`src/rtl/frame_loader_pkg.sv`:
```
// Shared types for the framed operand loader.
//   state_t : loader FSM states
//   err_t   : values reported on err_code
//   SYNC_BYTE_DEFAULT : default frame start marker
package frame_loader_pkg;

  typedef enum logic [2:0] {
    ST_IDLE,
    ST_LOAD,
    ST_CHECK,
    ST_ARM,
    ST_FIRE
  } state_t;

  typedef enum logic [1:0] {
    ERR_NONE     = 2'd0,
    ERR_CHECKSUM = 2'd1,
    ERR_TIMEOUT  = 2'd2,
    ERR_OVERRUN  = 2'd3
  } err_t;

  localparam logic [7:0] SYNC_BYTE_DEFAULT = 8'hA5;

endpackage

```
`src/rtl/frame_loader_timeout.sv`:
```
// Inter-byte idle counter.
//   clk, rst_n : clock, asynchronous active-low reset
//   clear      : return the count to zero
//   count_en   : one more idle cycle has elapsed
//   expired    : this idle cycle is the TIMEOUT_CYC-th in a row
module byte_timeout #(
  parameter int unsigned TIMEOUT_CYC = 1024
) (
  input  logic clk,
  input  logic rst_n,
  input  logic clear,
  input  logic count_en,
  output logic expired
);

  localparam int unsigned CNT_W = $clog2(TIMEOUT_CYC + 1);

  logic [CNT_W-1:0] cnt;

  always_ff @(posedge clk or negedge rst_n) begin
    if (!rst_n) begin
      cnt <= '0;
    end else if (clear) begin
      cnt <= '0;
    end else if (count_en) begin
      cnt <= cnt + CNT_W'(1);
    end
  end

  // Flagged combinationally so the loader reacts on the very edge that
  // completes the idle run.
  assign expired = count_en && (cnt == CNT_W'(TIMEOUT_CYC - 1));

endmodule

```
`src/rtl/frame_loader.sv`:
```
// Framed operand loader: sync byte, NUM_WORDS*WORD_W/8 payload bytes
// (word 0 first, MSB byte first), XOR checksum byte. Verified operands are
// held on words_out and a one-cycle start is issued once the core is idle.
//   clk, rst_n  : clock, asynchronous active-low reset
//   ena         : global enable, low freezes everything
//   byte_in     : stream byte, qualified by byte_valid
//   core_busy   : core cannot accept a start
//   words_out   : verified operands, word k at [k*WORD_W +: WORD_W]
//   start_calc  : one-cycle start pulse
//   loader_busy : high outside IDLE
//   err_valid   : one-cycle error pulse
//   err_code    : last error (1 checksum, 2 timeout, 3 overrun)
//   err_cnt     : saturating error count
module frame_loader
  import frame_loader_pkg::*;
#(
  parameter int unsigned WORD_W      = 32,
  parameter int unsigned NUM_WORDS   = 2,
  parameter logic [7:0]  SYNC_BYTE   = SYNC_BYTE_DEFAULT,
  parameter int unsigned TIMEOUT_CYC = 1024
) (
  input  logic                          clk,
  input  logic                          rst_n,
  input  logic                          ena,
  input  logic [7:0]                    byte_in,
  input  logic                          byte_valid,
  input  logic                          core_busy,
  output logic [NUM_WORDS*WORD_W-1:0]   words_out,
  output logic                          start_calc,
  output logic                          loader_busy,
  output logic                          err_valid,
  output logic [1:0]                    err_code,
  output logic [7:0]                    err_cnt
);

  localparam int unsigned TOTAL_W = NUM_WORDS * WORD_W;
  localparam int unsigned NBYTES  = TOTAL_W / 8;
  localparam int unsigned IDX_W   = (NBYTES > 1) ? $clog2(NBYTES) : 1;

  state_t             state;
  logic [IDX_W-1:0]   idx;
  logic [7:0]         csum;
  logic [TOTAL_W-1:0] shadow;

  logic accepted;
  logic in_frame;
  logic tmo_expired;
  logic err_hit;
  err_t err_kind;

  assign accepted = ena && byte_valid;
  assign in_frame = (state == ST_LOAD) || (state == ST_CHECK);

  byte_timeout #(
    .TIMEOUT_CYC(TIMEOUT_CYC)
  ) u_timeout (
    .clk      (clk),
    .rst_n    (rst_n),
    .clear    (ena && (accepted || !in_frame)),
    .count_en (ena && in_frame && !accepted),
    .expired  (tmo_expired)
  );

  // The shadow is a plain shift register, so word 0 ends up in the top
  // slot; flip word order when publishing to words_out.
  function automatic logic [TOTAL_W-1:0] reorder(input logic [TOTAL_W-1:0] s);
    logic [TOTAL_W-1:0] r;
    r = '0;
    for (int unsigned k = 0; k < NUM_WORDS; k++) begin
      r[k*WORD_W +: WORD_W] = s[(NUM_WORDS-1-k)*WORD_W +: WORD_W];
    end
    return r;
  endfunction

  always_comb begin
    err_hit  = 1'b0;
    err_kind = ERR_NONE;
    if (ena) begin
      case (state)
        ST_LOAD, ST_CHECK: begin
          if (tmo_expired) begin
            err_hit  = 1'b1;
            err_kind = ERR_TIMEOUT;
          end else if (state == ST_CHECK && accepted && byte_in != csum) begin
            err_hit  = 1'b1;
            err_kind = ERR_CHECKSUM;
          end
        end
        ST_ARM, ST_FIRE: begin
          if (accepted) begin
            err_hit  = 1'b1;
            err_kind = ERR_OVERRUN;
          end
        end
        default: ;
      endcase
    end
  end

  always_ff @(posedge clk or negedge rst_n) begin
    if (!rst_n) begin
      state       <= ST_IDLE;
      idx         <= '0;
      csum        <= '0;
      shadow      <= '0;
      words_out   <= '0;
      start_calc  <= 1'b0;
      loader_busy <= 1'b0;
      err_valid   <= 1'b0;
      err_code    <= '0;
      err_cnt     <= '0;
    end else if (!ena) begin
      start_calc <= 1'b0;
      err_valid  <= 1'b0;
    end else begin
      start_calc <= 1'b0;
      err_valid  <= err_hit;
      if (err_hit) begin
        err_code <= err_kind;
        if (err_cnt != '1) begin
          err_cnt <= err_cnt + 8'd1;
        end
      end

      case (state)
        ST_IDLE: begin
          if (accepted && byte_in == SYNC_BYTE) begin
            state       <= ST_LOAD;
            idx         <= '0;
            csum        <= '0;
            loader_busy <= 1'b1;
          end
        end
        ST_LOAD: begin
          if (tmo_expired) begin
            state       <= ST_IDLE;
            loader_busy <= 1'b0;
          end else if (accepted) begin
            shadow <= (shadow << 8) | TOTAL_W'(byte_in);
            csum   <= csum ^ byte_in;
            idx    <= idx + IDX_W'(1);
            if (idx == IDX_W'(NBYTES - 1)) begin
              state <= ST_CHECK;
            end
          end
        end
        ST_CHECK: begin
          if (tmo_expired) begin
            state       <= ST_IDLE;
            loader_busy <= 1'b0;
          end else if (accepted) begin
            if (byte_in == csum) begin
              words_out <= reorder(shadow);
              state     <= ST_ARM;
            end else begin
              state       <= ST_IDLE;
              loader_busy <= 1'b0;
            end
          end
        end
        ST_ARM: begin
          if (!core_busy) begin
            state      <= ST_FIRE;
            start_calc <= 1'b1;
          end
        end
        ST_FIRE: begin
          // A pulse suppressed by ena going low is re-issued before leaving.
          if (start_calc) begin
            state       <= ST_IDLE;
            loader_busy <= 1'b0;
          end else begin
            start_calc <= 1'b1;
          end
        end
        default: begin
          state       <= ST_IDLE;
          loader_busy <= 1'b0;
        end
      endcase
    end
  end

endmodule
```
`config.mk`:
```
export PLATFORM = sky130hd
export DESIGN_NAME = frame_loader
export DESIGN_NICKNAME = d
export VERILOG_FILES = /design/src/rtl/frame_loader_pkg.sv /design/src/rtl/frame_loader_timeout.sv /design/src/rtl/frame_loader.sv
export SDC_FILE = /design/constraint.sdc
export NUM_CORES = 1
export LEC_CHECK = 0
export ABC_AREA = 1
export BUFFER_PORTS_ARGS = -buffer_cell sky130_fd_sc_hd__buf_4
export CAP_MARGIN = 10
export CORE_MARGIN = 3
export CORE_UTILIZATION = 50
export CTS_CLUSTER_DIAMETER = 80
export DETAILED_ROUTE_END_ITERATION = 16
export PLACE_DENSITY = 0.78
export RECOVER_POWER = 25
export SLEW_MARGIN = 15
export SYNTH_ARGS = -nofsm -noshare
export SYNTH_HDL_FRONTEND = slang
export SYNTH_SLANG_ARGS = --single-unit
```
`constraint.sdc`:
```
create_clock -name clk -period 1.81 [get_ports clk]
set_input_delay 0.2715 -clock clk [delete_from_list [all_inputs] [get_ports clk]]
set_output_delay 0.2715 -clock clk [all_outputs]
set_load 0.01 [all_outputs]
```
; Yosys cells after proc, flatten, opt, wreduce, memory -nomap -nowiden
; Cells that the tools add are included.
[word_totals]
register_bits = 166
out_inout_bits = 77
[op_classes]
add_sub_neg = 3
eq_ne = 20
muxes = 41
n_bitwise = 4
n_reduce_logical = 24
[op_table]
columns = cell, count
row1 = 64-bit by 8-bit OR with 64-bit output, 1
row2 = 3-bit 2-to-1 mux, 11
row3 = 8-bit 2-to-1 mux, 3
row4 = 11-bit 2-to-1 mux, 2
row5 = 8-bit case mux with 2 select lines, 1
row6 = 1-bit 2-to-1 mux, 15
row7 = 3-bit case mux with 5 select lines, 1
row8 = 7-bit AND reduction, 2
row9 = "2-bit != test, second input constant", 6
row10 = "11-bit by 1-bit adder with 11-bit output, second input constant", 1
row11 = "11-bit by 10-bit == test with 1-bit output, second input constant", 1
row12 = 5-bit AND reduction, 2
row13 = "3-bit != test, second input constant", 3
row14 = "8-bit by 1-bit adder with 8-bit output, second input constant", 1
row15 = 8-bit == test, 1
row16 = "8-bit == test, second input constant", 1
row17 = 1-bit logical AND, 8
row18 = 8-bit != test, 1
row19 = "8-bit != test, second input constant", 1
row20 = 8-bit bitwise XOR, 1
row21 = "3-bit by 2-bit == test with 1-bit output, second input constant", 2
row22 = "3-bit == test, second input constant", 2
row23 = 2-bit 2-to-1 mux, 3
row24 = 3-bit case mux with 2 select lines, 1
row25 = 15 further kinds, 21

; Logic depth before layout (Yosys ltp)
[logic_depth]
word_depth = 9
mapped_depth = 12
ltp_nobuf = 12

; Hierarchy
; From an unflattened synthesis, not the netlist that was laid out.
[hier_totals]
cells_unflattened = 784
hier_area_um2 = 7517.2
[by_module_without_submodules]
columns = module, instances, cells_each, area_each_um2, seq_area_each_um2
row1 = frame_loader, 1, 695, 6861.6, 3878.7
row2 = byte_timeout, 1, 89, 655.6, 275.3

; Worst setup path before layout
; OpenSTA, ideal clock, no wires.
[synth_path]
kind = register to register
from = register u_timeout.cnt[0]
to = register loader_busy
setup_ns = 0.117
arrival_ns = 1.388
t_required_ns = 1.693
setup_slack_ns = 0.306
path_stages_with_launch = 13
path_buffers = 0
synth_period_minus_slack_ns = 1.504
cell_sequence = dfrtp_1 ha_1 nand2_4 nor2_4 nand2_2 nor2_1 inv_1 nor2_2 nor2_1 nor2_4 nand2_1 nand2_1 nand2_1
[synth_between]
elab_chain_len = 4
word_cells_on_any_way = 8
[synth_rtl]
columns = element, line_no
row1 = start: declaration, frame_loader_timeout.sv:18  ; logic [CNT_W-1:0] cnt;
row2 = start signal: assignment, frame_loader_timeout.sv:26  ; cnt <= cnt + CNT_W'(1);
row3 = 11-bit by 10-bit == test with 1-bit output (*), frame_loader_timeout.sv:32  ; assign expired = count_en && (cnt == CNT_W'(TIMEOUT_CYC - 1));
row4 = 1-bit logical AND (*), frame_loader_timeout.sv:32
row5 = "3-bit != test (no line), or another cell as far along", --
row6 = 7-bit AND reduction (no line) / 1-bit case mux with 5 select lines (equally long branches), --
row7 = end signal: assignment, frame_loader.sv:108  ; loader_busy <= 1'b0;
row8 = end signal: assignment, frame_loader.sv:131  ; loader_busy <= 1'b1;
row9 = end signal: assignment, frame_loader.sv:137  ; loader_busy <= 1'b0;
row10 = end: declaration, frame_loader.sv:30  ; output logic loader_busy,
; Every way passes the cells marked *; elsewhere a longest branch is shown, timed or not.
; A chain may end at the register's enable or synchronous reset.

; Worst setup path after layout
[layout_path]
from = register u_timeout.cnt[1]
to = register loader_busy
; The elaborated chain is that of the path after synthesis.

==> flow_summary.yaml <==
layout:
  layout.cells.non_filler: 1048
  seq_area_sq_mm: 0.00415
  fillers: 1133
  multiInputGateArea_sq_mm: 0.00239
  antenna_cells: 0
  finalInstanceArea_sq_mm: 0.00854
  drive_gt1_frac: 0.222
  nets: 876
  final_util: 0.630
  syn2layout_area_growth_pct: 20.4
detailed_routing:
  vias_per_cell: 4.92
  ant_nets: 0
  routed_wl_um: 14100
  drt_iter0_drc: 423
  num_vias: 5160
  drtPass1Iterations: 5
  drc: 0
  wire_per_inst_um: 13.5
hold_path:
  min_from: "core_busy"
  min_path_type: "primary input to register"
  hold_end: "start_calc"
  worstHoldPathCells: 4
critical_path:
  r2r_slack_ns: 0.11
  slowest_delay_ns: 0.39
  path_cells: "ha_2 -> inv_1 -> nor2_1 -> nand4_1 -> nor2_4 -> buf_4 -> nor2_1 -> nor2_4 -> nand2_1 -> nand2_1 -> nand2_1"
  reg2reg_from: "u_timeout.cnt[1]"
  reg2regPathDepth: 11
  path_buf_inv: 2
  arrival_ns: 2.01
  crit_path_frequent_cell: "nand2_1"
  start_kind: "register"
  cp.depth: 11
  path_class: "register to register"
  cp_max_fo: 3
  cpMaxStageDelayCell: "dfrtp_1"
  endpoint_kind: "register"
  cp_top_family: "simple AND/OR/NAND/NOR gates"
  r2r_end: "loader_busy"
  required_ns: 2.12
power:
  leakage_nw: 4.30
  p_total_mw: 10.2
  cellPowerDensity_mw_per_mm2: 1200
  switching_share: 0.301
  comb_power_share: 0.193
  pwr-share-seq: 0.462
  clock_power_share: 0.345
  p_switching_mw: 3.08
  vdd.ir_drop.worst_v: 0.000842
  p_int_mw: 7.16
timing:
  fin_crit_ns: 1.70
  fin_setup_tns_ns: 0
  slew_headroom: 0.296
  slew_viol_final: 0
  setup-violations-final: 0
  max_freq_mhz: 588
  whs_ns: 0.134
  period_share: 0.939
  finalClockSkew_ns: 0.0115
  finalHoldViolations: 0
  worst_slew_pin_slew_ns: 1.06
  setup_ws_ns: 0.110
global_route:
  antenna_found_initial: 0
  grt-ovfl-total: 0
  grt_max_degree: 138
  track_usage: 0.190
  grt_pass1_wl_um: 24400
  grt_pass1_vias: 5026
synth:
  ys_seq_area_frac: 0.585
  ys_ff_latch: 166
  syn-cell-area_sq_mm: 0.00710
  yosysWarnings: 0
  synth_area_per_cell_sq_um: 9.24
  syn_inst: 768
  synth.distinct_cells: 31
  synth_nets: 785
clock_network:
  clk_pin_slew_ns: 0.06
  cts_tree: "done"
  clk_path_buf_depth: 2
  cts_buffers: 17
  h-tree-depth: 4
  clock_latency_ns: 0.42
  clkSinkCount: 166
  cts_root_buffer: "clkbuf_16"
placed_design:
  postPlaceCellArea_sq_mm: 0.00793
  dpl.hpwl_um: 9580
  pre_cts_slack_ns: 0.0255
  port_buffers: 89
  dp_cells: 1012
  routabilityCongestion: 0.859
die:
  start_util: 0.524
  pin_count: 90
  die-width_um: 125
  core-area_sq_mm: 0.0136
  row_count: 42
  dieArea_sq_mm: 0.0157
  die_h_um: 125
run:
  cap_violations: 0
run_status:
  status: "finished clean"
## cells in the mapped netlist
cell type	instances	share of area
a211oi_1	1	0.0011
a21oi_1	6	0.0042
buf_2	9	0.0063
buf_6	13	0.021
clkbuf_1	9	0.0048
dfrtp_1	166	0.59
ha_1	4	0.0071
inv_1	92	0.049
inv_2	3	0.0016
inv_4	1	0.00088
mux2i_1	1	0.0014
nand2_1	233	0.12
nand2_2	6	0.0053
nand2_4	3	0.0048
nand3_1	32	0.023
nand3_2	1	0.0014
nand3b_1	1	0.0011
nand4_1	3	0.0026
nand4_2	1	0.0018
nor2_1	25	0.013
nor2_2	4	0.0035
nor2_4	5	0.0079
nor3_1	4	0.0028
nor3b_1	1	0.0011
o21ai_0	75	0.053
o21ai_1	20	0.014
o21ai_2	36	0.044
o21bai_1	1	0.0011
or2_2	1	0.00088
xnor2_1	3	0.0037
xor2_1	8	0.0099
## timing repair
action                     4_1_cts  5_1_grt
hold endpoints to repair        37        0
hold buffers                     1        0
buffers inserted                 0        3
pin swaps                        1        1
gates resized for setup          0        5
setup endpoints to repair        1       13
## area by class of cell
cell class,instances,share of cell area
sequential,166,0.486
multi-input combinational,475,0.279
timing repair buffer,103,0.0983
clock buffer,24,0.0564
inverter,96,0.0428
tap,176,0.0258
clock inverter,8,0.0113
## routing by layer
layer  GRT usage  up-vias  wire (um)
met1       0.260     2452       6390
met5           0        -          0
met4      0.0491        0        118
met2       0.306       97       6990
li1            -     2603          -
met3      0.0507        8        644
## power by group through the flow
| stage | sequential, mW | clock [mW] | combinational [mW] |
|---|---|---|---|
| 2_1_floorplan | 4.71 | 0 | 1.36 |
| 3_3_place_gp | 4.76 | 0 | 1.88 |
| 3_5_place_dp | 4.78 | 0 | 1.96 |
| 4_1_cts | 4.73 | 3.60 | 1.97 |
| 5_1_grt | 4.81 | 3.75 | 2.32 |
| 6_report | 4.73 | 3.54 | 1.98 |
## sequential cells by signal (all words and copies together), names as in the netlist
signal         flops
csum               8
err_cnt            8
err_code           2
err_valid          1
idx                3
loader_busy        1
shadow            64
start_calc         1
state              3
u_timeout.cnt     11
words_out         64
## worst register-to-register path, delay by kind of cell, from the launching register on
family | cells | cell delay [ns]
buffers and inverters | 2 | 0.19
DFF | 1 | 0.39
and+or+nand+nor | 8 | 0.78
adders and majority gates | 1 | 0.23
## worst max-delay path by stage
stage	from	end	slack (ns)
finish	u_timeout.cnt[1]	loader_busy	0.11
global route	u_timeout.cnt[1]	loader_busy	-0.007
CTS	u_timeout.cnt[0]	err_cnt[6]	0.02
detailed placement	u_timeout.cnt[0]	err_cnt[6]	0.03
global placement	state[1]	err_cnt[7]	0.11
floorplan	u_timeout.cnt[0]	loader_busy	0.31
## logic make-up (layout without fill, tap and decap cells)
| group | Yosys count | after routing | synth area share |
|---|---|---|---|
| multiplexers | 1 | 1 | 0.00141 |
| buffers and inverters | 127 | 231 | 0.0828 |
| XOR/XNOR | 11 | 11 | 0.0136 |
| AO/OA/AOI/OAI | 139 | 139 | 0.118 |
| AND/OR/NAND/NOR | 320 | 320 | 0.192 |
| flip-flops | 166 | 166 | 0.585 |
| adder cells (fa/ha/maj) | 4 | 4 | 0.00705 |
## cell usage in the layout, fill, tap and decap left out, types with 2 or more instances in the layout
cell type / Yosys / layout
nand2_1: 233 / 232
dfrtp_1: 166 / 166
buf_4: 0 / 95
inv_1: 92 / 92
o21ai_0: 75 / 75
o21ai_2: 36 / 36
nand3_1: 32 / 31
nor2_1: 25 / 25
o21ai_1: 20 / 20
clkbuf_16: 0 / 17
xor2_1: 8 / 8
nand2_4: 3 / 6
a21oi_1: 6 / 6
nor2_4: 5 / 6
buf_12: 0 / 5
nand2_2: 6 / 4
nor3_1: 4 / 4
clkinv_2: 0 / 4
clkbuf_1: 9 / 4
nand4_1: 3 / 3
inv_2: 3 / 3
nor2_2: 4 / 3
xnor2_1: 3 / 3
ha_1: 4 / 3
clkbuf_8: 0 / 3
nand3_2: 1 / 2
bufinv_16: 0 / 2
No activity file was read; power rests on OpenSTA's default activity.
